`src/rtl/serial_bus_pkg.sv`:
```
// rtl/serial_bus_pkg.sv - shared types and constants for the serial bus slave ports
package serial_bus_pkg;

  typedef enum logic [2:0] {
    ST_IDLE     = 3'd0,
    ST_RX_ADDR  = 3'd1,
    ST_RX_BURST = 3'd2,
    ST_RX_DATA  = 3'd3,
    ST_RD_REQ   = 3'd4
  } sip_state_e;

  localparam logic [2:0] S_READ    = 3'd1;
  localparam logic [2:0] S_WRITE   = 3'd2;
  localparam logic [2:0] S_B_READ  = 3'd3;
  localparam logic [2:0] S_B_WRITE = 3'd4;

  localparam int DEF_SLAVE_ADDR_SIZE = 12;
  localparam int DEF_WORD_SIZE       = 8;
  localparam int DEF_BURST_SIZE      = 15;

endpackage

```
`src/rtl/slave_in_port_if.sv`:
```
// rtl/slave_in_port_if.sv - serial master-to-slave bus bundle with master/slave views
interface slave_in_port_if;

  logic sel;
  logic addr_bus;
  logic w_data_bus;
  logic burst_size_bus;
  logic read_en;
  logic m_b_tx_valid;
  logic new_data;
  logic tx_done;
  logic split_on;
  logic s_ready;

  modport master (
    output sel, addr_bus, w_data_bus, burst_size_bus, read_en,
    output m_b_tx_valid, new_data, tx_done, split_on,
    input  s_ready
  );

  modport slave (
    input  sel, addr_bus, w_data_bus, burst_size_bus, read_en,
    input  m_b_tx_valid, new_data, tx_done, split_on,
    output s_ready
  );

endinterface

```
`src/rtl/sipo_shift.sv`:
```
// rtl/sipo_shift.sv - LSB-first serial-in parallel-out shifter exposing its post-shift value
module sipo_shift #(
  parameter int WIDTH = 8
) (
  input  logic             clk,
  input  logic             rst,
  input  logic             clr,
  input  logic             en,
  input  logic             din,
  output logic [WIDTH-1:0] q_nxt
);

  logic [WIDTH-1:0] q;

  // First bit received ends up in bit 0 after WIDTH shifts
  assign q_nxt = {din, q[WIDTH-1:1]};

  // Shift register; clear drops any partially received field
  always_ff @(posedge clk) begin
    if (rst || clr) begin
      q <= '0;
    end else if (en) begin
      q <= q_nxt;
    end
  end

endmodule

```
`src/rtl/slave_in_port.sv`:
```
// rtl/slave_in_port.sv - serial bus slave receive port (optional SLAVE_IN_SPLIT_EN split abort)
module slave_in_port
  import serial_bus_pkg::*;
#(
  parameter int SLAVE_ADDR_SIZE = DEF_SLAVE_ADDR_SIZE,
  parameter int WORD_SIZE       = DEF_WORD_SIZE,
  parameter int BURST_SIZE      = DEF_BURST_SIZE
) (
  input  logic                       clk,
  input  logic                       rst,
  slave_in_port_if.slave             bus,
  input  logic                       rd_ack,
  output logic                       mem_wr_en,
  output logic [SLAVE_ADDR_SIZE-1:0] mem_addr,
  output logic [WORD_SIZE-1:0]       mem_wr_data,
  output logic                       rd_req,
  output logic [SLAVE_ADDR_SIZE-1:0] rd_addr,
  output logic [BURST_SIZE-1:0]      rd_len,
  output logic                       busy,
  output logic                       frame_err
);

  localparam int CNT_W = 8;

  sip_state_e state, state_d;
  logic [CNT_W-1:0] cnt, cnt_d;
  logic addr_en, burst_en, data_en, sh_clr;
  logic addr_last, burst_last, word_last, len_one, ferr_set;
  logic split_abort;
  logic [SLAVE_ADDR_SIZE-1:0] addr_nxt, base_addr, word_idx;
  logic [BURST_SIZE-1:0]      burst_nxt;
  logic [WORD_SIZE-1:0]       data_nxt;

`ifdef SLAVE_IN_SPLIT_EN
  assign split_abort = bus.split_on;
`else
  // split_on is ignored in this build
  assign split_abort = bus.split_on & 1'b0;
`endif

  sipo_shift #(.WIDTH(SLAVE_ADDR_SIZE)) u_addr_sh (
    .clk(clk), .rst(rst), .clr(sh_clr), .en(addr_en), .din(bus.addr_bus), .q_nxt(addr_nxt)
  );

  sipo_shift #(.WIDTH(BURST_SIZE)) u_burst_sh (
    .clk(clk), .rst(rst), .clr(sh_clr), .en(burst_en), .din(bus.burst_size_bus), .q_nxt(burst_nxt)
  );

  sipo_shift #(.WIDTH(WORD_SIZE)) u_data_sh (
    .clk(clk), .rst(rst), .clr(sh_clr), .en(data_en), .din(bus.w_data_bus), .q_nxt(data_nxt)
  );

  assign bus.s_ready = (state != ST_RD_REQ);
  assign busy        = (state != ST_IDLE);
  assign rd_req      = (state == ST_RD_REQ);
  assign rd_addr     = base_addr;

  // State register
  always_ff @(posedge clk) begin
    if (rst) begin
      state <= ST_IDLE;
    end else begin
      state <= state_d;
    end
  end

  // Next-state and per-cycle control; aborts override the normal flow
  always_comb begin
    state_d    = state;
    cnt_d      = cnt;
    addr_en    = 1'b0;
    burst_en   = 1'b0;
    data_en    = 1'b0;
    sh_clr     = 1'b0;
    addr_last  = 1'b0;
    burst_last = 1'b0;
    word_last  = 1'b0;
    len_one    = 1'b0;
    ferr_set   = 1'b0;
    unique case (state)
      ST_IDLE: begin
        if (bus.sel) begin
          state_d = ST_RX_ADDR;
          cnt_d   = '0;
          sh_clr  = 1'b1;
        end
      end
      ST_RX_ADDR: begin
        addr_en = 1'b1;
        cnt_d   = cnt + 1'b1;
        if (cnt == CNT_W'(SLAVE_ADDR_SIZE - 1)) begin
          addr_last = 1'b1;
          cnt_d     = '0;
          if (bus.read_en) begin
            state_d = ST_RD_REQ;
            len_one = 1'b1;
          end else if (bus.m_b_tx_valid) begin
            state_d = ST_RX_BURST;
          end else begin
            state_d = ST_RX_DATA;
          end
        end
      end
      ST_RX_BURST: begin
        burst_en = 1'b1;
        cnt_d    = cnt + 1'b1;
        if (cnt == CNT_W'(BURST_SIZE - 1)) begin
          burst_last = 1'b1;
          cnt_d      = '0;
          state_d    = ST_RD_REQ;
        end
      end
      ST_RX_DATA: begin
        data_en = 1'b1;
        cnt_d   = cnt + 1'b1;
        if (cnt == CNT_W'(WORD_SIZE - 1)) begin
          word_last = 1'b1;
          cnt_d     = '0;
          ferr_set  = !bus.new_data;
          if (bus.tx_done) begin
            state_d = ST_IDLE;
          end
        end
      end
      ST_RD_REQ: begin
        if (rd_ack) begin
          state_d = ST_IDLE;
        end
      end
      default: state_d = ST_IDLE;
    endcase

    // Master released the slave mid-frame: drop the frame and flag it
    if ((state inside {ST_RX_ADDR, ST_RX_BURST, ST_RX_DATA}) && !bus.sel) begin
      state_d    = ST_IDLE;
      cnt_d      = '0;
      addr_en    = 1'b0;
      burst_en   = 1'b0;
      data_en    = 1'b0;
      addr_last  = 1'b0;
      burst_last = 1'b0;
      word_last  = 1'b0;
      len_one    = 1'b0;
      sh_clr     = 1'b1;
      ferr_set   = 1'b1;
    end

    // Split abort is a legal bus event, so frame_err is left alone
    if ((state != ST_IDLE) && split_abort) begin
      state_d    = ST_IDLE;
      cnt_d      = '0;
      addr_en    = 1'b0;
      burst_en   = 1'b0;
      data_en    = 1'b0;
      addr_last  = 1'b0;
      burst_last = 1'b0;
      word_last  = 1'b0;
      len_one    = 1'b0;
      sh_clr     = 1'b1;
      ferr_set   = 1'b0;
    end
  end

  // Counters, captured fields, memory write port and sticky error
  always_ff @(posedge clk) begin
    if (rst) begin
      cnt         <= '0;
      base_addr   <= '0;
      word_idx    <= '0;
      mem_wr_en   <= 1'b0;
      mem_addr    <= '0;
      mem_wr_data <= '0;
      rd_len      <= '0;
      frame_err   <= 1'b0;
    end else begin
      cnt       <= cnt_d;
      mem_wr_en <= word_last;
      if (addr_last) begin
        base_addr <= addr_nxt;
      end
      if (len_one) begin
        rd_len <= BURST_SIZE'(1);
      end
      if (burst_last) begin
        rd_len <= (burst_nxt == '0) ? BURST_SIZE'(1) : burst_nxt;
      end
      if (sh_clr) begin
        word_idx <= '0;
      end else if (word_last) begin
        word_idx <= word_idx + 1'b1;
      end
      if (word_last) begin
        mem_addr    <= base_addr + word_idx;
        mem_wr_data <= data_nxt;
      end
      if (ferr_set) begin
        frame_err <= 1'b1;
      end
    end
  end

endmodule

```
`src/flat_wrapper.sv`:
```
// flat-port wrapper written by rule: the top's interface ports become plain ports
module slave_in_port_flat import serial_bus_pkg::*;
#(
  parameter int SLAVE_ADDR_SIZE = DEF_SLAVE_ADDR_SIZE,
  parameter int WORD_SIZE       = DEF_WORD_SIZE,
  parameter int BURST_SIZE      = DEF_BURST_SIZE
)
  (clk, rst, rd_ack, mem_wr_en, mem_addr, mem_wr_data, rd_req, rd_addr, rd_len, busy, frame_err, bus_sel, bus_addr_bus, bus_w_data_bus, bus_burst_size_bus, bus_read_en, bus_m_b_tx_valid, bus_new_data, bus_tx_done, bus_split_on, bus_s_ready);
  slave_in_port_if bus_i ();
  input  logic clk;
  input  logic rst;
  input  logic rd_ack;
  output logic mem_wr_en;
  output logic [SLAVE_ADDR_SIZE-1:0] mem_addr;
  output logic [WORD_SIZE-1:0] mem_wr_data;
  output logic rd_req;
  output logic [SLAVE_ADDR_SIZE-1:0] rd_addr;
  output logic [BURST_SIZE-1:0] rd_len;
  output logic busy;
  output logic frame_err;
  input wire logic [$bits(bus_i.sel)-1:0] bus_sel;
  input wire logic [$bits(bus_i.addr_bus)-1:0] bus_addr_bus;
  input wire logic [$bits(bus_i.w_data_bus)-1:0] bus_w_data_bus;
  input wire logic [$bits(bus_i.burst_size_bus)-1:0] bus_burst_size_bus;
  input wire logic [$bits(bus_i.read_en)-1:0] bus_read_en;
  input wire logic [$bits(bus_i.m_b_tx_valid)-1:0] bus_m_b_tx_valid;
  input wire logic [$bits(bus_i.new_data)-1:0] bus_new_data;
  input wire logic [$bits(bus_i.tx_done)-1:0] bus_tx_done;
  input wire logic [$bits(bus_i.split_on)-1:0] bus_split_on;
  output wire logic [$bits(bus_i.s_ready)-1:0] bus_s_ready;
  assign bus_i.sel = bus_sel;
  assign bus_i.addr_bus = bus_addr_bus;
  assign bus_i.w_data_bus = bus_w_data_bus;
  assign bus_i.burst_size_bus = bus_burst_size_bus;
  assign bus_i.read_en = bus_read_en;
  assign bus_i.m_b_tx_valid = bus_m_b_tx_valid;
  assign bus_i.new_data = bus_new_data;
  assign bus_i.tx_done = bus_tx_done;
  assign bus_i.split_on = bus_split_on;
  assign bus_s_ready = bus_i.s_ready;
  slave_in_port #(.SLAVE_ADDR_SIZE(SLAVE_ADDR_SIZE), .WORD_SIZE(WORD_SIZE), .BURST_SIZE(BURST_SIZE)) u_core (.clk(clk), .rst(rst), .bus(bus_i), .rd_ack(rd_ack), .mem_wr_en(mem_wr_en), .mem_addr(mem_addr), .mem_wr_data(mem_wr_data), .rd_req(rd_req), .rd_addr(rd_addr), .rd_len(rd_len), .busy(busy), .frame_err(frame_err));
endmodule
```
`config.mk`:
```
export PLATFORM = sky130hd
export DESIGN_NAME = slave_in_port_flat
export DESIGN_NICKNAME = d
export VERILOG_FILES = /design/src/rtl/serial_bus_pkg.sv /design/src/rtl/slave_in_port_if.sv /design/src/rtl/sipo_shift.sv /design/src/rtl/slave_in_port.sv /design/src/flat_wrapper.sv
export SDC_FILE = /design/constraint.sdc
export NUM_CORES = 1
export LEC_CHECK = 0
export BUFFER_PORTS_ARGS = -buffer_cell sky130_fd_sc_hd__buf_2
export CAP_MARGIN = 20
export CORE_ASPECT_RATIO = 1.75
export CORE_MARGIN = 5
export CORE_UTILIZATION = 45
export DETAILED_ROUTE_END_ITERATION = 7
export MAX_ROUTING_LAYER = met4
export SYNTH_ARGS = -nofsm -noshare
export SYNTH_HDL_FRONTEND = slang
export SYNTH_SLANG_ARGS = --single-unit
export TNS_END_PERCENT = 5
```
`constraint.sdc`:
```
create_clock -name clk -period 3.44 [get_ports clk]
set_input_delay 1.032 -clock clk [delete_from_list [all_inputs] [get_ports clk]]
set_output_delay 1.032 -clock clk [all_outputs]
set_load 0.05 [all_outputs]
```
==> implementation parameters, run 1 <==
Parameter                              Value

Floorplan
  Area of the die ... 12600 µm²
  Placeable core region ... 10200 µm²
  Initial standard-cell utilization of the core ... 0.456
  Horiz. Die Dim ... 87.0 µm
  Number of ports placed on the die boundary ... 64
  Vert. Die Dim ... 145 µm
  Row count ... 49

Pwr
  Highest ir drop seen on vdd ... 0.341 mV
  Leakage Power ... 2.21 nW
  Cell area power density ... 514 nW/µm²

Logic synthesis
  Main area contributors after synthesis ... dfxtp_1, nand2_1, a21oi_1, mux2i_1, ha_1
  Mean post-synth cell area ... 8.53 µm²
  Instance count of the mapped netlist ... around 550
  Register area share after synthesis ... 0.446
  Synthesized flop and latch total ... 104
  Post-synth EDFFs ... 0
  Most frequently used cell type in the post-synthesis netlist ... nand2_1
  Number of warnings reported in the yosys synthesis log ... 0
  Count of cell types in the netlist ... 57
  Commonest cells in the synthesized netlist ... nand2_1, dfxtp_1, a21oi_1, nor2_1, clkbuf_1
  Area of the mapped netlist ... 4660 µm²
  Cell type with the highest aggregate area in the netlist ... dfxtp_1
  Share of flip-flops with an asynchronous set or reset after synthesis ... 0
  Synth Flop Type ... dfxtp_1
  Number of nets produced by synthesis ... 574
  Top cell type's share of synthesized area ... 0.446

Clock network
  TritonCTS clock tree ... built
  Maximum buffer depth of the clock tree ... 2
  Number of sinks on the clock net ... 104
  Setup Fix Bufs, Post-CTS ... 0
  Clock transition time at the flip-flop clock pins of the worst setup and hold paths ... 70 ps
  Clock latency on the worst-skew pair ... 350 ps
  Total of hold buffers inserted after clock tree synthesis ... 0
  Root Driver ... clkbuf_16
  Number of gates resized after cts ... 0
  Count of H-tree levels built during CTS ... 3
  TritonCTS Buffers ... 9

Worst setup path
  Setup slack of the most critical reg-to-reg path ... roughly 1100 ps
  Critical path required time ... 2410 ps
  Startpoint class of the critical path ... flip-flop
  Highest fanout seen on the critical path ... 17
  Worst Path Arrival ... 1700 ps
  Cell count of the worst reg-to-reg path ... 6
  Setup CP Type ... flip-flop to primary output
  Terminus of the critical flop-to-flop path ... u_core.rd_len[11]
  Launch instance of the worst register-to-register path ... u_core.cnt[0]
  Category of the worst setup path capture point ... primary output

Drt
  Remaining antenna violation count after routing ... 0
  Final routed DRC violation total ... 0
  Vias after detailed routing ... about 4.0k
  Avg WL per Cell ... around 15 µm
  Detailed Route WL ... ~11 mm
  DRC violation total after the first TritonRoute iteration ... 152
  Vias per std cell ... 5.55
  First-pass iteration count of the detailed router ... 4

Job
  Count of maximum capacitance violations ... 0

Timing
  Setup repair after global routing missed its margin ... no
  Period Utilization, post-route ... 0.793
  Total negative slack for setup checks ... 0 ps
  Max Clk Rate ... 367 MHz
  Worst clock skew ... 9.22 ps
  Max transition margin ... 0.370
  Final hold viol count ... 0
  Final setup violation count ... 0
  Shortest period the worst path allows ... 2730 ps
  Count of pins over their slew limit ... 0
  Actual slew at the worst max-slew pin ... 941 ps

Placement
  Detailed-placement wirelength estimate ... 8.15 mm
  Port Buf Inserts ... 62
  Placer congestion estimate ... 0.860
  Placed Area ... 5060 µm²
  Number of placed instances, taps included ... 709

Global route
  Antenna violations before repair ... 0
  Vias in the first global route ... 3900
  Wire length of the first global-routing pass ... between 15 and 20 mm
  Aggregate global routing overflow ... 0
  GRT Util Overall ... 0.192
  Largest net degree at the start of global routing ... 40

Worst hold path
  Worst hold path endpoint ... u_core.mem_addr[3]
  Source of the worst hold timing path ... u_core.mem_addr[3]
  Worst hold path stage count ... 2
  HP Class ... flip-flop to flip-flop

Cells and area
  P&R area growth vs syn ... 15.6%
  Fillcell total ... slightly below 1k
  Ant. Diodes ... 0
  Nets@finish ... 620
  Post-route non-filler standard cell count ... 725
  Final Util ... 0.527
  Total non-filler cell area in the finished layout ... approximately 5400 µm²
  Fraction of final layout cells with drive strength greater than 1 ... 0.161

Status
  Status ... completed
## sequential cells by signal, summed over array words and instances (netlist names)
register,count
u_core.mem_wr_en,1
u_core.rd_addr,12
u_core.state,3
u_core.mem_wr_data,8
u_core.cnt,8
u_core.frame_err,1
u_core.rd_len,15
u_core.u_data_sh.q,7
u_core.u_burst_sh.q,14
u_core.word_idx,12
u_core.mem_addr,12
u_core.u_addr_sh.q,11
## area by class of cell
cell class | instances | area (µm²) | share of cell area
Clock inverter | 6 | 97.6 | 0.0181
Inverter | 4 | 15.0 | 0.00278
Tap cell | 127 | 159 | 0.0295
Timing Repair Buffer | 70 | 383 | 0.0710
Multi-Input combinational cell | 404 | 2420 | 0.448
Clock buffer | 10 | 239 | 0.0443
Sequential cell | 104 | 2080 | 0.386
## metrics by stage
| step | worst slack (ps) | power, mW | hold slack [ps] |
|---|---|---|---|
| after detailed placement | 687 | 1.66 | 444 |
| after global placement | 683 | 1.66 | 438 |
| final | 713 | 2.77 | 448 |
| after CTS | 702 | 2.80 | 454 |
| after global routing | 619 | 2.90 | 472 |
| after floorplan | 839 | 1.56 | 432 |
## routing by layer
layer / vias to the layer above / routed length, µm / part of all wire / GRT usage
met5: - / 0 / 0 / -
met4: 0 / 234 / 0.021 / 0.0747
met3: 15 / 352 / 0.031 / 0.0266
met2: 66 / 6160 / 0.55 / 0.350
met1: 1923 / 4460 / 0.40 / 0.208
li1: 2019 / - / - / -
## cells in the final DEF (no fill, tap or decap), types with 3 or more instances in the layout
master | Yosys | layout
nand2_1 | 105 | 105
dfxtp_1 | 104 | 104
buf_2 | 12 | 62
a21oi_1 | 61 | 61
nor2_1 | 44 | 44
mux2i_1 | 18 | 18
nand3_1 | 15 | 15
a22o_1 | 14 | 14
ha_1 | 14 | 14
xnor2_1 | 11 | 11
or3_1 | 9 | 9
nand3b_1 | 9 | 9
clkbuf_16 | 0 | 9
o21ai_0 | 8 | 8
nor3_1 | 8 | 8
and3_1 | 7 | 7
nand4_1 | 7 | 7
buf_4 | 1 | 7
nor4_1 | 6 | 6
a31oi_1 | 6 | 6
a21o_1 | 5 | 5
xor2_1 | 5 | 5
inv_1 | 4 | 4
and2_1 | 4 | 4
nand4b_1 | 3 | 3
or4_1 | 3 | 3
a211oi_1 | 3 | 3
and4_1 | 3 | 3
o211ai_1 | 3 | 3
## logic make-up after synthesis
| kind of cell | Yosys count | share of synthesized area |
|---|---|---|
| multiplexers | 18 | 0.0386 |
| AO/OA/AOI/OAI | 115 | 0.152 |
| XOR/XNOR | 16 | 0.0300 |
| adder cells (fa/ha/maj) | 15 | 0.0418 |
| flip-flops | 104 | 0.446 |
| buffers and inverters | 39 | 0.0373 |
| AND/OR/NAND/NOR | 240 | 0.254 |
## worst max-delay path, stage by stage, from the launching register on
cell and delay [ps]:
dfxtp_1 470, or3b_2 560, inv_1 70, buf_2 250
## worst max-delay path by stage
stage	start	slack [ps]	end
after global placement	bus_sel	680	u_core.rd_len[8]
after floorplan	u_core.state[1]	840	rd_req
after detailed placement	bus_sel	690	u_core.rd_len[5]
after CTS	u_core.state[0]	700	rd_req
after global routing	u_core.state[0]	620	rd_req
final	u_core.state[0]	710	rd_req
## where the power goes
part	internal [mW]	switching, mW
Combinational	0.112	0.259
Clock	0.668	0.469
Sequential	1.22	0.0432
Total	2.00	0.771
Note: power is estimated with default switching activity, not from simulation.
==> inputs of run 2 (changes only) <==
ABC_AREA = 1   (was not set)
PLACE_DENSITY = 0.67   (was not set)
clock period = 2.5 ns   (was 3.44 ns; I/O delays follow)
==> run 2 against run 1 <==
  * Clock skew fell by 3.2 ps
  * Final area up 5.1%
  * Synthesized cell count increased by 29%
  * Total power rose by 37%
  * Sequential power is 37% higher
  * Synthesized area increased by 5.6%
  * Register-to-register slack lost 460 ps
  * Flip-flop and latch count stayed put
  * First-iteration DRC count up 48%
  * Worst setup slack worse by 350 ps
  * Largest cell class unchanged
==> implementation parameters, run 2 <==
Parameter                              Value

Status
  Status ... completed

Clock network
  Maximum buffer depth of the clock tree ... 2
  Clock latency on the worst-skew pair ... 350 ps
  TritonCTS Buffers ... 9
  TritonCTS clock tree ... built
  Count of H-tree levels built during CTS ... 3
  Root Driver ... clkbuf_16
  Setup Fix Bufs, Post-CTS ... 0
  Clock transition time at the flip-flop clock pins of the worst setup and hold paths ... approximately 70 ps
  Total of hold buffers inserted after clock tree synthesis ... 0
  Number of sinks on the clock net ... 104
  Number of gates resized after cts ... 0

Floorplan
  Area of the die ... about 13000 µm²
  Number of ports placed on the die boundary ... 64
  Vert. Die Dim ... 148 µm
  Row count ... 50
  Placeable core region ... 10700 µm²
  Horiz. Die Dim ... 89.1 µm
  Initial standard-cell utilization of the core ... 0.460

Global route
  Aggregate global routing overflow ... 0
  Antenna violations before repair ... 0
  GRT Util Overall ... 0.190
  Wire length of the first global-routing pass ... a little under 20 mm
  Vias in the first global route ... around 4.4k
  Largest net degree at the start of global routing ... 43

Logic synthesis
  Synth Flop Type ... dfxtp_1
  Main area contributors after synthesis ... dfxtp_1, nand2_1, nor2_1, a21oi_1, nand3_1
  Most frequently used cell type in the post-synthesis netlist ... nand2_1
  Cell type with the highest aggregate area in the netlist ... dfxtp_1
  Post-synth EDFFs ... 0
  Top cell type's share of synthesized area ... 0.423
  Share of flip-flops with an asynchronous set or reset after synthesis ... 0
  Commonest cells in the synthesized netlist ... nand2_1, dfxtp_1, nor2_1, a21oi_1, nand3_1
  Number of nets produced by synthesis ... between 700 and 800
  Mean post-synth cell area ... about 7.0 µm²
  Instance count of the mapped netlist ... roughly 710
  Count of cell types in the netlist ... 32
  Number of warnings reported in the yosys synthesis log ... 0
  Area of the mapped netlist ... between 4000 and 5000 µm²
  Register area share after synthesis ... 0.423
  Synthesized flop and latch total ... about 100

Drt
  First-pass iteration count of the detailed router ... 4
  DRC violation total after the first TritonRoute iteration ... 225
  Detailed Route WL ... approximately 12 mm
  Final routed DRC violation total ... 0
  Vias after detailed routing ... 4593
  Vias per std cell ... 5.11
  Avg WL per Cell ... roughly 13 µm
  Remaining antenna violation count after routing ... 0

Placement
  Number of placed instances, taps included ... around 880
  Placer congestion estimate ... 0.906
  Port Buf Inserts ... 62
  Detailed-placement wirelength estimate ... 9.10 mm

Cells and area
  Top flop regs ... u_core.rd_len: 15 flops, u_core.u_burst_sh.q: 14 flops
  Post-route non-filler standard cell count ... 899
  Nets@finish ... 791
  P&R area growth vs syn ... 15.1%
  Leading cell type in the layout, fill and taps excluded ... nand2_1
  Highest-count cells in the layout ignoring fill and taps ... nand2_1, dfxtp_1, nor2_1
  Flip-flop count of the largest register, all copies and words added ... 15
  Ant. Diodes ... 0
  Fraction of final layout cells with drive strength greater than 1 ... 0.157
  Largest reg by FF count ... u_core.rd_len

Timing
  Shortest period the worst path allows ... 2140 ps
  Final setup violation count ... 0
  Final hold viol count ... 0
  Total negative slack for setup checks ... 0 ps
  Period Utilization, post-route ... 0.856
  Worst clock skew ... 6.04 ps
  Setup repair after global routing missed its margin ... no
  Count of pins over their slew limit ... 0
  Max transition margin ... 0.732
  Max Clk Rate ... 467 MHz
  Actual slew at the worst max-slew pin ... 398 ps

Worst setup path
  Highest fanout seen on the critical path ... 7
  Startpoint class of the critical path ... flip-flop
  Slowest stage cell on the critical path ... dfxtp_1
  Cells along the critical path ... nor2_1 > nand2_1 > buf_2
  Setup CP Type ... flip-flop to primary output
  Category of the worst setup path capture point ... primary output
  Worst path buffer plus inverter count ... 1
  Worst Path Arrival ... 1390 ps
  Largest delay contributor family on the critical path ... flip-flops
  Worst stage delay on the critical path ... 490 ps
  Critical path required time ... 1750 ps

Pwr
  Cell area power density ... about 670 nW/µm²
  Leakage Power ... 2.58 nW
  Highest ir drop seen on vdd ... between 0.5 and 0.6 mV

Job
  Count of maximum capacitance violations ... 0

Worst hold path
  HP Class ... flip-flop to flip-flop
[run 2: final timing paths]
kind / from / endpoint / slack [ps] / depth (start not counted)
worst max-delay path: u_core.state[2] / busy / 360 / 3
worst min register to register: u_core.u_data_sh.q[2] / u_core.mem_wr_data[1] / 470 / 2
worst min-delay path: u_core.u_data_sh.q[2] / u_core.mem_wr_data[1] / 470 / 2
worst max register to register: u_core.rd_addr[0] / u_core.mem_addr[4] / 630 / 9
[run 2: layout make-up]
type / count / area [µm²]
clock buffer: 9 / 225
clock inverter: 7 / 90.1
fill: 1087 / 5030
inverter: 64 / 243
multi-input combinational: 515 / 2490
sequential: 104 / 2080
tap: 130 / 163
timing repair buffer: 70 / 383
[run 2: power by group]
group          total [mW]  internal, mW  leakage (nW)  switching [mW]
sequential           1.72          1.68         0.838          0.0363
combinational       0.612         0.157          1.59           0.455
clock                1.47         0.799         0.152           0.673
[run 2: cells by family after synthesis]
family / after synthesis / share of synthesized area
AOI/OAI and AO/OA: 107 / 0.110
xor gates and xnor gates: 12 / 0.0213
adders and majority gates: 15 / 0.0396
buffers and inverters: 86 / 0.0726
DFF: 104 / 0.423
and+or+nand+nor: 381 / 0.334
[run 2: worst register-to-register path: cells and delay by family (launching register included)]
family,cells,cell delay [ps]
adders and majority gates,2,730
and+or+nand+nor,4,390
DFF,1,340
xor gates and xnor gates,1,190
AOI/OAI and AO/OA,1,80
buffers and inverters,1,50
[run 2: through the flow]
step	total power [mW]	setup slack (ps)	cell area (µm²)	utilization	hold WS [ps]
CTS	3.84	344	5670	0.530	467
global placement	2.37	463	5360	0.501	450
finish	3.80	359	5670	0.530	465
floorplan	2.21	480	4930	-	438
global route	3.97	274	5670	0.530	485
detailed placement	2.37	424	5360	0.501	458
[run 2: routing by layer]
metal	share of wire	up-vias	global-route usage
met2	0.53	83	0.337
met5	0	-	-
li1	-	2375	-
met3	0.037	25	0.0272
met4	0.025	0	0.0820
met1	0.41	2110	0.204
==> inputs of run 3 (changes only) <==
BUFFER_PORTS_ARGS = -buffer_cell sky130_fd_sc_hd__clkbuf_2   (was -buffer_cell sky130_fd_sc_hd__buf_2)
CORE_ASPECT_RATIO = not set   (was 1.75)
==> run 3 against run 2 <==
  * Sequential share of layout area increased by 0.67 points
  * Fmax decreased by 0.52%
  * Critical path depth unchanged
  * Highest routed layer unchanged
  * First-iteration DRC count increased by 29%
==> implementation parameters, run 3 (synthesis gave the netlist of run 2 again) <==
Parameter                              Value

Cells and area
  Final Util ... 0.516
  Fillcell total ... 1049
  Leading cell type in the layout, fill and taps excluded ... nand2_1
  Fraction of final layout cells with drive strength greater than 1 ... 0.156
  Total non-filler cell area in the finished layout ... 5570 µm²
  Ant. Diodes ... 0
  Nets@finish ... 792
  P&R area growth vs syn ... 13.1%
  Top flop regs ... u_core.rd_len: 15 flops, u_core.u_burst_sh.q: 14 flops
  Flip-flop count of the largest register, all copies and words added ... 15
  Highest-count cells in the layout ignoring fill and taps ... nand2_1, dfxtp_1, nor2_1
  Largest reg by FF count ... u_core.rd_len

Timing
  Count of pins over their slew limit ... 0
  Worst clock skew ... 9.20 ps
  Total negative slack for setup checks ... 0 ps
  Max transition margin ... 0.764
  Hold_ws ... 465 ps
  Final hold viol count ... 0
  Max Clk Rate ... 465 MHz
  Period Utilization, post-route ... 0.861
  Setup repair after global routing missed its margin ... no
  Actual slew at the worst max-slew pin ... 351 ps
  Final setup violation count ... 0
  Shortest period the worst path allows ... about 2200 ps

Clock network
  Root Driver ... clkbuf_8
  Number of sinks on the clock net ... 104
  Count of H-tree levels built during CTS ... 3
  Total of hold buffers inserted after clock tree synthesis ... 0
  Maximum buffer depth of the clock tree ... 2
  Clock transition time at the flip-flop clock pins of the worst setup and hold paths ... 90 ps
  Clock latency on the worst-skew pair ... 370 ps
  TritonCTS clock tree ... built
  TritonCTS Buffers ... 9
  Setup Fix Bufs, Post-CTS ... 0
  Number of gates resized after cts ... 0

Worst setup path
  Critical path required time ... 1750 ps
  Highest fanout seen on the critical path ... 7
  Category of the worst setup path capture point ... primary output
  Worst Path Arrival ... roughly 1400 ps
  Setup slack of the most critical reg-to-reg path ... 630 ps
  Startpoint class of the critical path ... flip-flop
  Setup CP Type ... flip-flop to primary output

Global route
  Largest net degree at the start of global routing ... 31
  Antenna violations before repair ... 0
  Wire length of the first global-routing pass ... 19.8 mm
  Aggregate global routing overflow ... 0
  GRT Util Overall ... 0.189
  Vias in the first global route ... 4298

Placement
  Detailed-placement wirelength estimate ... 8.51 mm
  Placer congestion estimate ... roughly 0.9
  Placed Area ... 5360 µm²
  Port Buf Inserts ... 62

Pwr
  Power Total ... 3.41 mW
  Cell area power density ... 611 nW/µm²
  Highest ir drop seen on vdd ... 0.481 mV
  Leakage Power ... roughly 2.5 nW

Floorplan
  Initial standard-cell utilization of the core ... 0.456
  Horiz. Die Dim ... 115 µm
  Area of the die ... between 10000 and 15000 µm²
  Row count ... 38
  Number of ports placed on the die boundary ... 64
  Placeable core region ... about 11000 µm²
  Vert. Die Dim ... 115 µm

Status
  Status ... completed

Job
  Count of maximum capacitance violations ... 0

Worst hold path
  HP Class ... flip-flop to flip-flop

Drt
  Vias after detailed routing ... 4641
  Top routing layer in use ... met4
  Met2 wirelength from detailed routing ... just over 5 mm
  Met3 Wirelength ... 587 µm
  Detailed Route WL ... ~12 mm
  Avg WL per Cell ... roughly 13 µm
  Vias per std cell ... 5.11
  Remaining antenna violation count after routing ... 0
  Post-route met1 wirelength ... 5.58 mm
  Final routed DRC violation total ... 0
  First-pass iteration count of the detailed router ... 5
  DRC violation total after the first TritonRoute iteration ... 291
-- run 3: changes by cell type in the layout (fill, tap and decap cells not counted), sizes merged --
| cell | delta |
|---|---|
| buf | -61 |
| clkbuf | +66 |
| inv | -2 |
| clkinv | -3 |
-- run 3: layout make-up --
type	instances	area, µm²	area share
Clock buffer	13	169	0.0303
Clock inverter	2	37.5	0.00674
Inverter	64	243	0.0436
Multi-Input combinational cell	515	2490	0.446
Sequential cell	104	2080	0.374
Tap cell	140	175	0.0314
Timing Repair Buffer	71	378	0.0678
-- run 3: report_power, final --
part	internal, mW	total, mW	switching [mW]
Sequential	1.68	1.72	0.0356
Clock	0.541	1.09	0.552
Combinational	0.151	0.594	0.443
Total	2.37	3.41	1.03
-- run 3: critical path: stages, from the launching register on --
cell and delay, ps:
dfxtp_1 490, nor2_1 110, nand2_1 140, clkbuf_2 300
-- run 3: final timing paths --
| path | from | end | cells past startpoint |
|---|---|---|---|
| worst max-delay path | u_core.state[2] | busy | 3 |
| worst min-delay path | u_core.u_data_sh.q[1] | u_core.u_data_sh.q[1] | 2 |
| worst max register to register | u_core.word_idx[0] | u_core.mem_addr[4] | 9 |
| worst min register to register | u_core.u_data_sh.q[1] | u_core.u_data_sh.q[1] | 2 |
-- run 3: metrics by stage --
stage | setup slack (ps) | instances
finish | 348 | 909
global route | 290 | 909
CTS | 361 | 909
detailed placement | 412 | 894
global placement | 429 | 894
floorplan | 480 | 705
-- run 3: routing by layer --
| layer | track usage | vias to the layer above |
|---|---|---|
| met5 | - | - |
| met4 | 0.0792 | 0 |
| met3 | 0.0296 | 23 |
| met2 | 0.297 | 111 |
| met1 | 0.243 | 2123 |
| li1 | - | 2384 |
